$ cat config.mk
export PLATFORM = sky130hd
export DESIGN_NAME = shift_unit_flat
export DESIGN_NICKNAME = d
export VERILOG_FILES = /design/src/rtl/shift_unit_if.sv /design/src/rtl/shift_unit.sv /design/src/flat_wrapper.sv
export SDC_FILE = /design/constraint.sdc
export NUM_CORES = 1
export LEC_CHECK = 0
export ABC_AREA = 1
export CAP_MARGIN = 20
export CORE_MARGIN = 5
export CORE_UTILIZATION = 45
export CTS_CLUSTER_DIAMETER = 40
export CTS_CLUSTER_SIZE = 25
export DETAILED_ROUTE_END_ITERATION = 8
export PLACE_DENSITY = 0.75
export SLEW_MARGIN = 15
export SYNTH_ARGS = -nofsm -noshare
export SYNTH_HDL_FRONTEND = slang
export SYNTH_SLANG_ARGS = --single-unit
$ cat constraint.sdc
create_clock -name clock -period 2.84 [get_ports clock]
set_clock_uncertainty 0.2 [all_clocks]
set_input_delay 0.71 -clock clock [delete_from_list [all_inputs] [get_ports clock]]
set_output_delay 0.71 -clock clock [all_outputs]
set_load 0.01 [all_outputs]
$ cat src/rtl/shift_unit_if.sv
// Request/response bundle between an ALU issue stage and the shift unit.
// Latency: none (wires only).
// Backpressure: requester holds off start until ready; done is a single-cycle pulse.
interface shift_unit_if #(
   parameter int WIDTH = 32
);
   logic             start;
   logic [2:0]       op;
   logic [WIDTH-1:0] A;
   logic [WIDTH-1:0] B;
   logic             ready;
   logic             done;
   logic [WIDTH-1:0] result;

   modport master (
      output start, op, A, B,
      input  ready, done, result
   );

   modport slave (
      input  start, op, A, B,
      output ready, done, result
   );
endinterface

$ cat src/rtl/shift_unit.sv
// Multi-cycle shift/rotate unit: SHR, SHRA, SHL, ROR, ROL, STEP bit positions per clock.
// Latency: ceil(cnt/STEP)+1 cycles from accepting start to the done pulse (cnt=0 gives 1).
// Backpressure: ready is low while busy; start is ignored, not queued, when ready is low.
module shift_unit #(
   parameter int WIDTH = 32,
   parameter int STEP  = 1
) (
   input logic          clock,
   input logic          clear,
   shift_unit_if.slave  bus
);

   localparam int LW = $clog2(WIDTH);
   localparam int CW = LW + 1;   // counter must be able to hold WIDTH itself

   localparam logic [CW-1:0]    WIDTH_C = CW'(WIDTH);
   localparam logic [CW-1:0]    STEP_C  = CW'(STEP);
   localparam logic [WIDTH-1:0] WIDTH_W = WIDTH'(WIDTH);

   localparam logic [2:0] OP_SHR  = 3'b000;
   localparam logic [2:0] OP_SHRA = 3'b001;
   localparam logic [2:0] OP_SHL  = 3'b010;
   localparam logic [2:0] OP_ROR  = 3'b011;
   localparam logic [2:0] OP_ROL  = 3'b100;

   typedef enum logic [1:0] {
      IDLE  = 2'd0,
      SHIFT = 2'd1,
      DONE  = 2'd2
   } state_t;

   state_t           state, state_nxt;
   logic [WIDTH-1:0] work, work_nxt;
   logic [CW-1:0]    cnt, cnt_nxt, load_cnt;
   logic [2:0]       op_q, op_nxt;
   logic             sign_q, sign_nxt;
   logic [WIDTH-1:0] result_q, result_nxt;
   logic             ready_q, done_q;

   logic [CW-1:0]    s;
   logic [CW-1:0]    inv;
   logic [WIDTH-1:0] shifted;

   assign bus.ready  = ready_q;
   assign bus.done   = done_q;
   assign bus.result = result_q;

   // One iteration of the datapath: shift the work register by min(STEP, cnt).
   always_comb begin
      s       = (cnt < STEP_C) ? cnt : STEP_C;
      inv     = WIDTH_C - s;   // complementary amount for wrap-around / sign fill
      shifted = work;
      case (op_q)
         OP_SHR:  shifted = work >> s;
         OP_SHRA: shifted = (work >> s) | ({WIDTH{sign_q}} << inv);
         OP_SHL:  shifted = work << s;
         OP_ROR:  shifted = (work >> s) | (work << inv);
         OP_ROL:  shifted = (work << s) | (work >> inv);
         default: shifted = work;
      endcase
   end

   // Initial remaining count: shifts saturate at WIDTH over the full B, rotates wrap modulo WIDTH.
   always_comb begin
      load_cnt = '0;
      case (bus.op)
         OP_SHR, OP_SHRA, OP_SHL:
            load_cnt = (bus.B >= WIDTH_W) ? WIDTH_C : bus.B[CW-1:0];
         OP_ROR, OP_ROL:
            load_cnt = {1'b0, bus.B[LW-1:0]};
         default:
            load_cnt = '0;   // invalid op passes A through unchanged
      endcase
   end

   // Next-state and next-datapath values; result is captured on the transition into DONE.
   always_comb begin
      state_nxt  = state;
      work_nxt   = work;
      cnt_nxt    = cnt;
      op_nxt     = op_q;
      sign_nxt   = sign_q;
      result_nxt = result_q;
      case (state)
         IDLE: begin
            if (bus.start) begin
               work_nxt = bus.A;
               op_nxt   = bus.op;
               sign_nxt = bus.A[WIDTH-1];
               cnt_nxt  = load_cnt;
               if (load_cnt == '0) begin
                  state_nxt  = DONE;
                  result_nxt = bus.A;
               end else begin
                  state_nxt = SHIFT;
               end
            end
         end
         SHIFT: begin
            work_nxt = shifted;
            cnt_nxt  = cnt - s;
            if (cnt - s == '0) begin
               state_nxt  = DONE;
               result_nxt = shifted;
            end
         end
         DONE: begin
            state_nxt = IDLE;
         end
         default: begin
            state_nxt = IDLE;
         end
      endcase
   end

   // State and datapath registers; ready/done are registered from the next state.
   always_ff @(posedge clock) begin
      if (!clear) begin
         state    <= IDLE;
         work     <= '0;
         cnt      <= '0;
         op_q     <= '0;
         sign_q   <= 1'b0;
         result_q <= '0;
         ready_q  <= 1'b1;
         done_q   <= 1'b0;
      end else begin
         state    <= state_nxt;
         work     <= work_nxt;
         cnt      <= cnt_nxt;
         op_q     <= op_nxt;
         sign_q   <= sign_nxt;
         result_q <= result_nxt;
         ready_q  <= (state_nxt == IDLE);
         done_q   <= (state_nxt == DONE);
      end
   end

endmodule

$ cat src/flat_wrapper.sv
// flat-port wrapper written by rule: the top's interface ports become plain ports
module shift_unit_flat 
#(
   parameter int WIDTH = 32,
   parameter int STEP  = 1
)
  (clock, clear, bus_start, bus_op, bus_A, bus_B, bus_ready, bus_done, bus_result);
  shift_unit_if #(.WIDTH(WIDTH)) bus_i ();
  input logic clock;
  input logic clear;
  input wire logic [$bits(bus_i.start)-1:0] bus_start;
  input wire logic [$bits(bus_i.op)-1:0] bus_op;
  input wire logic [$bits(bus_i.A)-1:0] bus_A;
  input wire logic [$bits(bus_i.B)-1:0] bus_B;
  output wire logic [$bits(bus_i.ready)-1:0] bus_ready;
  output wire logic [$bits(bus_i.done)-1:0] bus_done;
  output wire logic [$bits(bus_i.result)-1:0] bus_result;
  assign bus_i.start = bus_start;
  assign bus_i.op = bus_op;
  assign bus_i.A = bus_A;
  assign bus_i.B = bus_B;
  assign bus_ready = bus_i.ready;
  assign bus_done = bus_i.done;
  assign bus_result = bus_i.result;
  shift_unit #(.WIDTH(WIDTH), .STEP(STEP)) u_core (.clock(clock), .clear(clear), .bus(bus_i));
endmodule
==> impl_metrics.tcl, run 1 <==
set metrics [dict create \
    antenna_found_initial 1 \
    place_congestion 0.979 \
    synthArstFlopShare 0 \
    clk_pin_slew_ns 0.06 \
    rsz0062_at_grt "no" \
    synth_edf_count 0 \
    whs_path_depth 2 \
    hold_path_class "reg2reg" \
    dpl_cell_area_um2 7670 \
    synth_area_leaders "dfxtp_1 (25%), nand2_1 (24%), inv_1 (8.6%)" \
    cts_buffers 9 \
    synthCells 1166 \
    synth.avg_cell_area_um2 5.46 \
    routed-via-count 7806 \
    relSlewSlack 0.332 \
    yosysTopAreaCell "dfxtp_1" \
    fin_crit_sh 0.943 \
    place_hpwl_um 17000 \
    synth_mux_area_frac 0 \
    fmax_mhz 374 \
    ys_types 41 \
    port_buffers 103 \
    crit_arrival_ns 2.72 \
    synth_top_area_frac 0.245 \
    drive_gt1_frac 0.0535 \
    syn_area_um2 6370 \
    worstHoldStart "u_core.bus.result[27]" \
    rr_worst_depth 14 \
    status "complete, no violations" \
    cp_max_fo 7 \
    place_ws_ns 0.0663 \
    slew_violations 0 \
    synth-seq-area-share 0.245 \
    overflow 0 \
    die_area_um2 16600 \
    cts_tree "done" \
    worstMarginPinSlew_ns 1.00 \
    clock_latency_ns 0.35 \
    grt_max_degree 57 \
    dr.pass1.iters 5 \
    die_w_um 129 \
    fin_ws_ns 0.163 \
    rows 43 \
    ioPinCount 104 \
    synth-compound-area-share 0.193 \
    routedWlPerCell_um 16.1 \
    p_leak_nw 4.18 \
    synthFlopType "dfxtp_1" \
    post-route-min-period_ns 2.68 \
    dp.cells 1416 \
    grt_pass1_wl_um 37300 \
    cts_max_level 3 \
    yosys_warnings 0 \
    cp-end-kind "flip-flop" \
    final_nets 1319 \
    cp-start-kind "flip-flop" \
    area_growth_syn_to_layout_pct 25.7 \
    cts_root_buf "clkbuf_16" \
    drt-total-wl_um 23100 \
    viasPerCell 5.45 \
    clock_sinks 78 \
    synthSimpleGateAreaFrac 0.419 \
    cts_setup_buffers 0 \
    final_antenna_net_count 0 \
    synth_xor_area_frac 0.00275 \
    report.final.hold_viol_count 0 \
    fin_setup_tns_ns 0 \
    r2r_slack_ns 0.16 \
    core_area_um2 13900 \
    final_cells 1432 \
    p_per_area_nw_per_um2 932 \
    p_total_mw 7.46 \
    r2r-start "u_core.cnt[4]" \
    final_area_um2 8010 \
    clock_path_buffers 2 \
    grt_pass1_vias 7224 \
    drv_cap 0 \
    synth_fp_nets 1238 \
    ir_worst_vdd_mv 0.532 \
    holdPathEnd "u_core.bus.result[27]" \
    synth_adder_area_share 0.00393 \
    synth_seq_cells 78 \
    setup_viol 0 \
    start_util 0.459 \
    die_height_um 129 \
    dr.first_iter.drc_count 1057 \
    post-route-drc-count 0 \
    diodes 0 \
    path_class "reg2reg" \
    synth_top_family_by_area "simple AND/OR/NAND/NOR gates" \
    r2r-end "u_core.work[28]" \
    grt_usage 0.282 \
    worstPathRequired_ns 2.88 \
]
[worst max path at each step]
stage	startpoint	end	slack, ns	cells after the start
2_1_floorplan	u_core.cnt[4]	u_core.bus.result[26]	0.14	18
3_3_place_gp	bus_B[12]	u_core.bus.result[0]	0.13	14
3_5_place_dp	bus_B[21]	u_core.bus.result[0]	0.07	14
4_1_cts	u_core.cnt[1]	u_core.work[9]	0.22	12
5_1_grt	u_core.cnt[4]	u_core.bus.result[10]	0.01	14
6_report	u_core.cnt[4]	u_core.work[28]	0.16	14
[kinds of logic after synthesis]
family | after synthesis
other cells | 1
fa+ha+maj | 2
simple gates | 649
xor+xnor | 2
buf+inv | 216
flops | 78
compound gates | 218
[sequential cells by signal, indices dropped and copies added (netlist names)]
| signal | count |
|---|---|
| u_core.sign_q | 1 |
| u_core.state | 2 |
| u_core.cnt | 6 |
| u_core.bus.result | 32 |
| u_core.work | 32 |
| u_core.bus.ready | 1 |
| u_core.bus.done | 1 |
| u_core.op_q | 3 |
[metrics by stage]
| step | util | hold slack, ns |
|---|---|---|
| final | 0.577 | 0.268 |
| after global placement | 0.553 | 0.255 |
| after global routing | 0.577 | 0.298 |
| after CTS | 0.576 | 0.271 |
| after detailed placement | 0.553 | 0.261 |
| after floorplan | - | 0.250 |
[what timing repair did]
item	CTS	global route
hold buffers	0	0
setup endpoints to repair	0	9
gates resized for setup	0	2
[worst max-delay path, stage by stage, from the launching register on]
cell     delay, ns
dfxtp_1       0.34
nor2_2        0.20
nand2_1       0.15
nor2_4        0.15
ha_1          0.34
nand2_1       0.19
inv_1         0.19
nand3_1       0.18
nand4_1       0.15
nand2_1       0.09
nand2_1       0.09
nand2_1       0.08
nand2_1       0.06
o21ai_1       0.12
inv_1         0.05
[placed cells by master, fill, tap and decap left out, drive strengths merged]
master         count
nand2            409
inv              151
nor2             114
nand3            104
clkdlybuf4s50    103
o21ai            101
dfxtp             78
a21oi             63
buf               31
o211ai            19
o21bai            18
clkbuf            10
nand4              8
a22oi              5
a31oi              5
nor3               4
nand3b             3
clkinv             3
and3               3
or2                2
o211a              2
a211oi             2
ha                 2
bufinv             2
clkinvlp           2
and2               1
xnor2              1
o21a               1
xor2               1
nor3b              1
o22ai              1
o221ai             1
conb               1
[layer usage]
layer,track usage,vias up,wire length (um)
met5,0,-,13
met2,0.415,363,9830
met3,0.0452,52,1840
li1,-,3865,-
met4,0.0988,2,558
met1,0.415,3524,10800
[layout make-up]
type / instances / area (um^2)
tap: 180 / 225
timing repair buffer: 134 / 1370
clock inverter: 6 / 92.6
sequential: 78 / 1560
inverter: 152 / 571
multi-input combinational: 872 / 3950
clock buffer: 10 / 239
fill: 1463 / 5880
[power breakdown]
group	total (mW)	internal (mW)	leakage, nW	switching (mW)
sequential	1.48	1.31	0.643	0.168
combinational	4.69	1.59	3.38	3.11
clock	1.29	0.800	0.156	0.493
total	7.46	3.69	4.18	3.77
[Yosys cell counts, types with 6 or more instances]
cell type	number
nor2_1	106
dfxtp_1	78
inv_1	146
o21bai_1	18
o21ai_1	8
nor2_2	6
buf_2	13
nand3_1	103
o211ai_1	19
clkbuf_1	39
a21oi_1	63
nand4_1	8
o21ai_0	92
nand2_1	406
Power figures use the tool's default switching activity.
==> inputs of run 2 (changes only) <==
CTS_CLUSTER_SIZE = 10   (was 25)
==> results of run 2 <==
The final DEF is identical to that of run 1; final timing and power are the same.
